[src/rtl/secded_decoder_if.sv]
// Valid/ready stream bundle for the SECDED decoder: codeword in, decoded word and flags out.
// master = producer/consumer side, slave = the decoder.
interface secded_decoder_if #(
    parameter int DATA_W = 8
);
    function automatic int calc_par_w(input int dw);
        int r;
        r = 1;
        while ((1 << r) < (dw + r + 1)) begin
            r = r + 1;
        end
        return r;
    endfunction

    localparam int PAR_W  = calc_par_w(DATA_W);
    localparam int CODE_W = DATA_W + PAR_W + 1;
    localparam int POS_W  = $clog2(CODE_W);

    logic [CODE_W-1:0] in_code;
    logic              in_valid;
    logic              in_ready;
    logic [DATA_W-1:0] out_data;
    logic              out_valid;
    logic              out_ready;
    logic              out_sec;
    logic              out_ded;
    logic [POS_W-1:0]  out_err_pos;

    modport master (
        output in_code, in_valid, out_ready,
        input  in_ready, out_data, out_valid, out_sec, out_ded, out_err_pos
    );

    modport slave (
        input  in_code, in_valid, out_ready,
        output in_ready, out_data, out_valid, out_sec, out_ded, out_err_pos
    );
endinterface

[src/rtl/secded_decoder.sv]
// Parametrised SECDED Hamming decoder: two-stage valid/ready pipeline, optional
// single-error correction and saturating SEC/DED event counters.
module secded_decoder #(
    parameter int DATA_W = 8,
    parameter int CNT_W  = 16
) (
    input  logic             clk,
    input  logic             reset,
    secded_decoder_if.slave  bus,
    input  logic             correct_en,
    input  logic             clr_cnt,
    output logic [CNT_W-1:0] cnt_sec,
    output logic [CNT_W-1:0] cnt_ded
);
    function automatic int calc_par_w(input int dw);
        int r;
        r = 1;
        while ((1 << r) < (dw + r + 1)) begin
            r = r + 1;
        end
        return r;
    endfunction

    localparam int PAR_W  = calc_par_w(DATA_W);
    localparam int N      = DATA_W + PAR_W;
    localparam int CODE_W = N + 1;
    localparam int POS_W  = $clog2(CODE_W);

    // Positions 1..N whose index has bit k set.
    function automatic logic [CODE_W-1:0] syn_mask(input int k);
        logic [CODE_W-1:0] m;
        m = '0;
        for (int i = 1; i < CODE_W; i++) begin
            m[i] = (((i >> k) & 1) == 1);
        end
        return m;
    endfunction

    // Codeword position of payload bit idx: the idx-th non-power-of-two position.
    function automatic int data_pos(input int idx);
        int pos;
        int seen;
        pos  = 2;
        seen = -1;
        while (seen < idx) begin
            pos = pos + 1;
            if ((pos & (pos - 1)) != 0) begin
                seen = seen + 1;
            end
        end
        return pos;
    endfunction

    logic              en;
    logic [PAR_W-1:0]  syn_next;
    logic [DATA_W-1:0] raw_next;

    logic              s1_valid_reg;
    logic [DATA_W-1:0] s1_raw_reg;
    logic [PAR_W-1:0]  s1_syn_reg;
    logic              s1_par_reg;
    logic              s1_mode_reg;

    logic              sec_next;
    logic              ded_next;
    logic              flip_next;
    logic [POS_W-1:0]  pos_next;
    logic [DATA_W-1:0] data_next;

    logic              out_valid_reg;
    logic [DATA_W-1:0] out_data_reg;
    logic              out_sec_reg;
    logic              out_ded_reg;
    logic [POS_W-1:0]  out_pos_reg;
    logic [CNT_W-1:0]  cnt_sec_reg;
    logic [CNT_W-1:0]  cnt_ded_reg;

    assign en           = !out_valid_reg | bus.out_ready;
    assign bus.in_ready = en;

    genvar gi;
    generate
        for (gi = 0; gi < PAR_W; gi++) begin : g_syn
            localparam logic [CODE_W-1:0] MASK = syn_mask(gi);
            assign syn_next[gi] = ^(bus.in_code & MASK);
        end
        // Stage 1 keeps only payload positions; a flipped parity bit never reaches the output.
        for (gi = 0; gi < DATA_W; gi++) begin : g_raw
            localparam int DP = data_pos(gi);
            assign raw_next[gi] = bus.in_code[DP];
        end
    endgenerate

    always_ff @(posedge clk or negedge reset) begin
        if (!reset) begin
            s1_valid_reg <= 1'b0;
            s1_raw_reg   <= '0;
            s1_syn_reg   <= '0;
            s1_par_reg   <= 1'b0;
            s1_mode_reg  <= 1'b0;
        end else if (en) begin
            s1_valid_reg <= bus.in_valid;
            s1_raw_reg   <= raw_next;
            s1_syn_reg   <= syn_next;
            s1_par_reg   <= ^bus.in_code;
            s1_mode_reg  <= correct_en;
        end
    end

    always_comb begin
        sec_next  = 1'b0;
        ded_next  = 1'b0;
        flip_next = 1'b0;
        pos_next  = '0;
        if (s1_par_reg) begin
            if (s1_syn_reg == '0) begin
                sec_next = 1'b1;
            end else if (s1_syn_reg <= PAR_W'(N)) begin
                sec_next  = 1'b1;
                pos_next  = POS_W'(s1_syn_reg);
                flip_next = s1_mode_reg;
            end else begin
                ded_next = 1'b1;
            end
        end else if (s1_syn_reg != '0) begin
            ded_next = 1'b1;
        end
    end

    generate
        for (gi = 0; gi < DATA_W; gi++) begin : g_fix
            localparam int DP = data_pos(gi);
            assign data_next[gi] = s1_raw_reg[gi] ^ (flip_next & (pos_next == POS_W'(DP)));
        end
    endgenerate

    always_ff @(posedge clk or negedge reset) begin
        if (!reset) begin
            out_valid_reg <= 1'b0;
            out_data_reg  <= '0;
            out_sec_reg   <= 1'b0;
            out_ded_reg   <= 1'b0;
            out_pos_reg   <= '0;
        end else if (en) begin
            out_valid_reg <= s1_valid_reg;
            out_data_reg  <= data_next;
            out_sec_reg   <= s1_valid_reg & sec_next;
            out_ded_reg   <= s1_valid_reg & ded_next;
            out_pos_reg   <= s1_valid_reg ? pos_next : '0;
        end
    end

    always_ff @(posedge clk or negedge reset) begin
        if (!reset) begin
            cnt_sec_reg <= '0;
            cnt_ded_reg <= '0;
        end else if (clr_cnt) begin
            cnt_sec_reg <= '0;
            cnt_ded_reg <= '0;
        end else if (out_valid_reg && bus.out_ready) begin
            if (out_sec_reg && (cnt_sec_reg != '1)) begin
                cnt_sec_reg <= cnt_sec_reg + CNT_W'(1);
            end
            if (out_ded_reg && (cnt_ded_reg != '1)) begin
                cnt_ded_reg <= cnt_ded_reg + CNT_W'(1);
            end
        end
    end

    assign bus.out_valid   = out_valid_reg;
    assign bus.out_data    = out_data_reg;
    assign bus.out_sec     = out_sec_reg;
    assign bus.out_ded     = out_ded_reg;
    assign bus.out_err_pos = out_pos_reg;
    assign cnt_sec         = cnt_sec_reg;
    assign cnt_ded         = cnt_ded_reg;
endmodule

[src/flat_wrapper.sv]
// flat-port wrapper written by rule: the top's interface ports become plain ports
module secded_decoder_flat 
#(
    parameter int DATA_W = 8,
    parameter int CNT_W  = 16
)
  (clk, reset, correct_en, clr_cnt, cnt_sec, cnt_ded, bus_in_code, bus_in_valid, bus_out_ready, bus_in_ready, bus_out_data, bus_out_valid, bus_out_sec, bus_out_ded, bus_out_err_pos);
  secded_decoder_if #(.DATA_W(DATA_W)) bus_i ();
  input  logic clk;
  input  logic reset;
  input  logic correct_en;
  input  logic clr_cnt;
  output logic [CNT_W-1:0] cnt_sec;
  output logic [CNT_W-1:0] cnt_ded;
  input wire logic [$bits(bus_i.in_code)-1:0] bus_in_code;
  input wire logic [$bits(bus_i.in_valid)-1:0] bus_in_valid;
  input wire logic [$bits(bus_i.out_ready)-1:0] bus_out_ready;
  output wire logic [$bits(bus_i.in_ready)-1:0] bus_in_ready;
  output wire logic [$bits(bus_i.out_data)-1:0] bus_out_data;
  output wire logic [$bits(bus_i.out_valid)-1:0] bus_out_valid;
  output wire logic [$bits(bus_i.out_sec)-1:0] bus_out_sec;
  output wire logic [$bits(bus_i.out_ded)-1:0] bus_out_ded;
  output wire logic [$bits(bus_i.out_err_pos)-1:0] bus_out_err_pos;
  assign bus_i.in_code = bus_in_code;
  assign bus_i.in_valid = bus_in_valid;
  assign bus_i.out_ready = bus_out_ready;
  assign bus_in_ready = bus_i.in_ready;
  assign bus_out_data = bus_i.out_data;
  assign bus_out_valid = bus_i.out_valid;
  assign bus_out_sec = bus_i.out_sec;
  assign bus_out_ded = bus_i.out_ded;
  assign bus_out_err_pos = bus_i.out_err_pos;
  secded_decoder #(.DATA_W(DATA_W), .CNT_W(CNT_W)) u_core (.clk(clk), .reset(reset), .bus(bus_i), .correct_en(correct_en), .clr_cnt(clr_cnt), .cnt_sec(cnt_sec), .cnt_ded(cnt_ded));
endmodule
[config.mk]
export PLATFORM = sky130hd
export DESIGN_NAME = secded_decoder_flat
export DESIGN_NICKNAME = d
export VERILOG_FILES = /design/src/rtl/secded_decoder_if.sv /design/src/rtl/secded_decoder.sv /design/src/flat_wrapper.sv
export SDC_FILE = /design/constraint.sdc
export NUM_CORES = 1
export LEC_CHECK = 0
export ABC_CLOCK_PERIOD_IN_PS = 1870
export CELL_PAD_IN_SITES_DETAIL_PLACEMENT = 1
export CELL_PAD_IN_SITES_GLOBAL_PLACEMENT = 2
export CORE_MARGIN = 2
export CORE_UTILIZATION = 35
export DETAILED_ROUTE_END_ITERATION = 16
export DONT_BUFFER_PORTS = 1
export GPL_TIMING_DRIVEN = 1
export PLACE_DENSITY = 0.72
export SYNTH_ARGS = -nofsm -noshare
export SYNTH_HDL_FRONTEND = slang
export SYNTH_SLANG_ARGS = --single-unit
[constraint.sdc]
create_clock -name clk -period 1.87 [get_ports clk]
set_input_delay 0.561 -clock clk [delete_from_list [all_inputs] [get_ports clk]]
set_output_delay 0.561 -clock clk [all_outputs]
set_load 0.005 [all_outputs]
==> summary.md <==
| Metric | Value |
|---|---|
| Status | finished with violations |
| Violated checks | hold timing |
| Final Max Slew Viols | 0 |
| Hold Path Class | in -> async |
| Worst setup SP type | flop |
| N_diodes | 0 |
| Initial DRC count | 78 |
| WL/cell | 16.7 µm |
| Setup TNS after final layout | 0 ps |
| Largest net degree at the start of global routing | 63 |
| Antenna violations before repair | 0 |
| Synth top area cells | dfrtp_1 (49%), xnor2_1 (9.3%), nand2_1 (6.6%) |
| WHS | -81.7 ps |
| Syn Area/Cell | 9.40 µm² |
| Cells after Synth | 340 |
| Cell variety after synth | 43 |
| Synth area leader | dfrtp_1 |
| Leak | 1.57 nW |
| TritonRoute pass-1 iters | 4 |
| Initial Util | 0.363 |
| Worst Setup End Kind | primary output |
| Core Area | 8810 µm² |
| DRT antenna net count | 0 |
| Seq/Total Area, Yosys | 0.485 |
| Slowest stage delay, CP | 450 ps |
| Layout cell share with drive strength beyond 1 | 0.137 |
| Clk_skew | 8.39 ps |
| Total I/O pin count | 67 |
| CP max FO | 7 |
| Total CTS buffers | 9 |
| Via density | 5.24 |
| H-Tree Depth | 3 |
| Total Wirelength | 7870 µm |
| Placed insts | 457 |
| Die Ht | 99.6 µm |
| Worst-path cell with the longest stage delay | dfrtp_2 |
| WS Path Type | reg -> out |
| Fin cells | 472 |
| Final net count | 381 |
| Worst slew margin | 0.772 |
| Tmin final | 1750 ps |
| Maximum VDD drop | 0.000305 V |
| Global-route wire length before repair | 13,400 µm |
| Placed Instance Area | 3450 µm² |
| Final setup fails | 0 |
| Share of the synthesized area in the top cell type | 0.485 |
| Critical path, cell by cell | nor2b_2, clkinv_1 |
| Grt total ovfl | 0 |
| Top FF cell, synth | dfrtp_1 |
| Pwr dens | 891 nW/µm² |
| FF+latch count, synth | 62 |
| Period utilization | 0.934 |
| Hold Violations, Final | 62 |
| Most frequent cells after synthesis | dfrtp_1 (62), nand2_1 (56), nor2_1 (44) |
| Synth Warn # | 0 |
| Die Width | 99.6 µm |
| Most common cell in the netlist | dfrtp_1 |
| Clk slew on worst S/H paths | 70 ps |
| CTS tree | yes |
| Vias in the first global route | 2,657 |
| GRT Resource Usage Total | 0.172 |
| Syn Nets | 361 |
| Asr flop ratio synth | 1.00 |
| Design area | 3650 µm² |
| Worst EP arrival | 1180 ps |
| WP data required | 1310 ps |
| Fmax | 573 MHz |
| # rows | 34 |
| Worst Max-Slew Pin Slew | 342 ps |
| Area Overhead vs Synth | 14.1% |
| CTS Sinks | 62 |
| Netlist Area Pre-Place | 3200 µm² |
| # Post-CTS Setup Buffers | 0 |
| Post-synth EDFFs | 0 |
| DRC | 0 |
| Total power | 0.00325 W |
| CP delay by family, top | flip-flops |
| Detailed placement HPWL | 5770 µm |
| Die footprint | 9910 µm² |
| Latest clock arrival within the worst-skew pair | 330 ps |
| Clk buf depth | 2 |
| RSZ-0062 raised after global routing | no |
| Setup ws final | 124 ps |
| Max-cap viol count | 0 |
| Via count | 2,472 |
| I/O Buffers | 0 |
| Setup WS pre-CTS | 126 ps |
| GPL Wtd Cong | 0.798 |
| Buf/Inv on CP | 1 |
| CTS Root Buffer Type | clkbuf_8 |
-- where the power goes --
| part | total, W | internal [W] | switching (W) |
|---|---|---|---|
| registers | 0.00167 | 0.00149 | 0.000186 |
| logic | 0.000427 | 0.000207 | 0.000220 |
| clock network | 0.00115 | 0.000640 | 0.000511 |
| total | 0.00325 | 0.00233 | 0.000916 |
-- kinds of logic after synthesis --
group                      count (synthesis)  share of synthesized area
xor gates and xnor gates                  56                      0.153
adders and majority gates                  2                    0.00783
and+or+nand+nor                          159                      0.239
buffers and inverters                     17                     0.0227
DFF                                       62                      0.485
muxes                                      1                    0.00313
AOI/OAI and AO/OA                         43                     0.0885
-- worst reg2reg max path: cells and delay by family, from the launching register on --
family	cells	cell delay (ps)
compound gates	2	320
flops	1	430
simple gates	3	840
-- layout by cell type (no fill, tap or decap), types with 10 or more instances in the layout --
| cell type | count |
|---|---|
| buf_4 | 23 |
| nand2_1 | 56 |
| clkbuf_8 | 10 |
| nor2_1 | 44 |
| dfrtp_1 | 60 |
| nand4_1 | 11 |
| o21ai_0 | 15 |
| nand3_1 | 10 |
| xnor2_1 | 34 |
| xor2_1 | 22 |
-- repair_timing --
item                                    in CTS  in global routing
gates resized for setup                      0                  4
endpoints found under the hold margin       62                 62
endpoints found under the setup margin       0                  6
-- stage by stage --
stage               hold slack [ps]  utilization
floorplan                       265            -
global placement                268        0.391
detailed placement              267        0.391
CTS                            -104        0.413
global route                   -112        0.414
finish                        -81.7        0.414
-- cell type report --
type	instances	area, µm²
Inverter	3	11.3
Tap cell	108	135
Fill cell	1018	5160
Sequential cell	62	1550
Clock buffer	11	141
Multi-Input combinational cell	261	1590
Timing Repair Buffer	23	173
Clock inverter	4	47.5
-- path summary, 6_finish.rpt --
kind | from | to | slack (ps) | cells past startpoint
max reg2reg | u_core.cnt_sec[9]$_DFFE_PN0P_ | u_core.cnt_sec[13]$_DFFE_PN0P_ | 210 | 5
max in group asynchronous | reset | u_core.bus.out_valid$_DFFE_PN0P_ | 1810 | 0
min in group clk | clr_cnt | u_core.cnt_ded[8]$_DFFE_PN0P_ | 290 | 1
min reg2reg | u_core.s1_raw_reg[3]$_DFFE_PN0P_ | u_core.s1_raw_reg[3]$_DFFE_PN0P_ | 490 | 2
min | reset | u_core.cnt_sec[10]$_DFFE_PN0P_ | -80 | 0
max | u_core.bus.out_valid$_DFFE_PN0P_ | bus_in_ready | 120 | 2
-- layer usage --
metal,global-route usage,vias up,wire length [µm]
li1,-,1196,-
met1,0.210,1216,3560
met2,0.287,51,3800
met3,0.0485,9,391
met4,0.0664,0,111
met5,0,-,0
(Power assumes the default switching activity.)
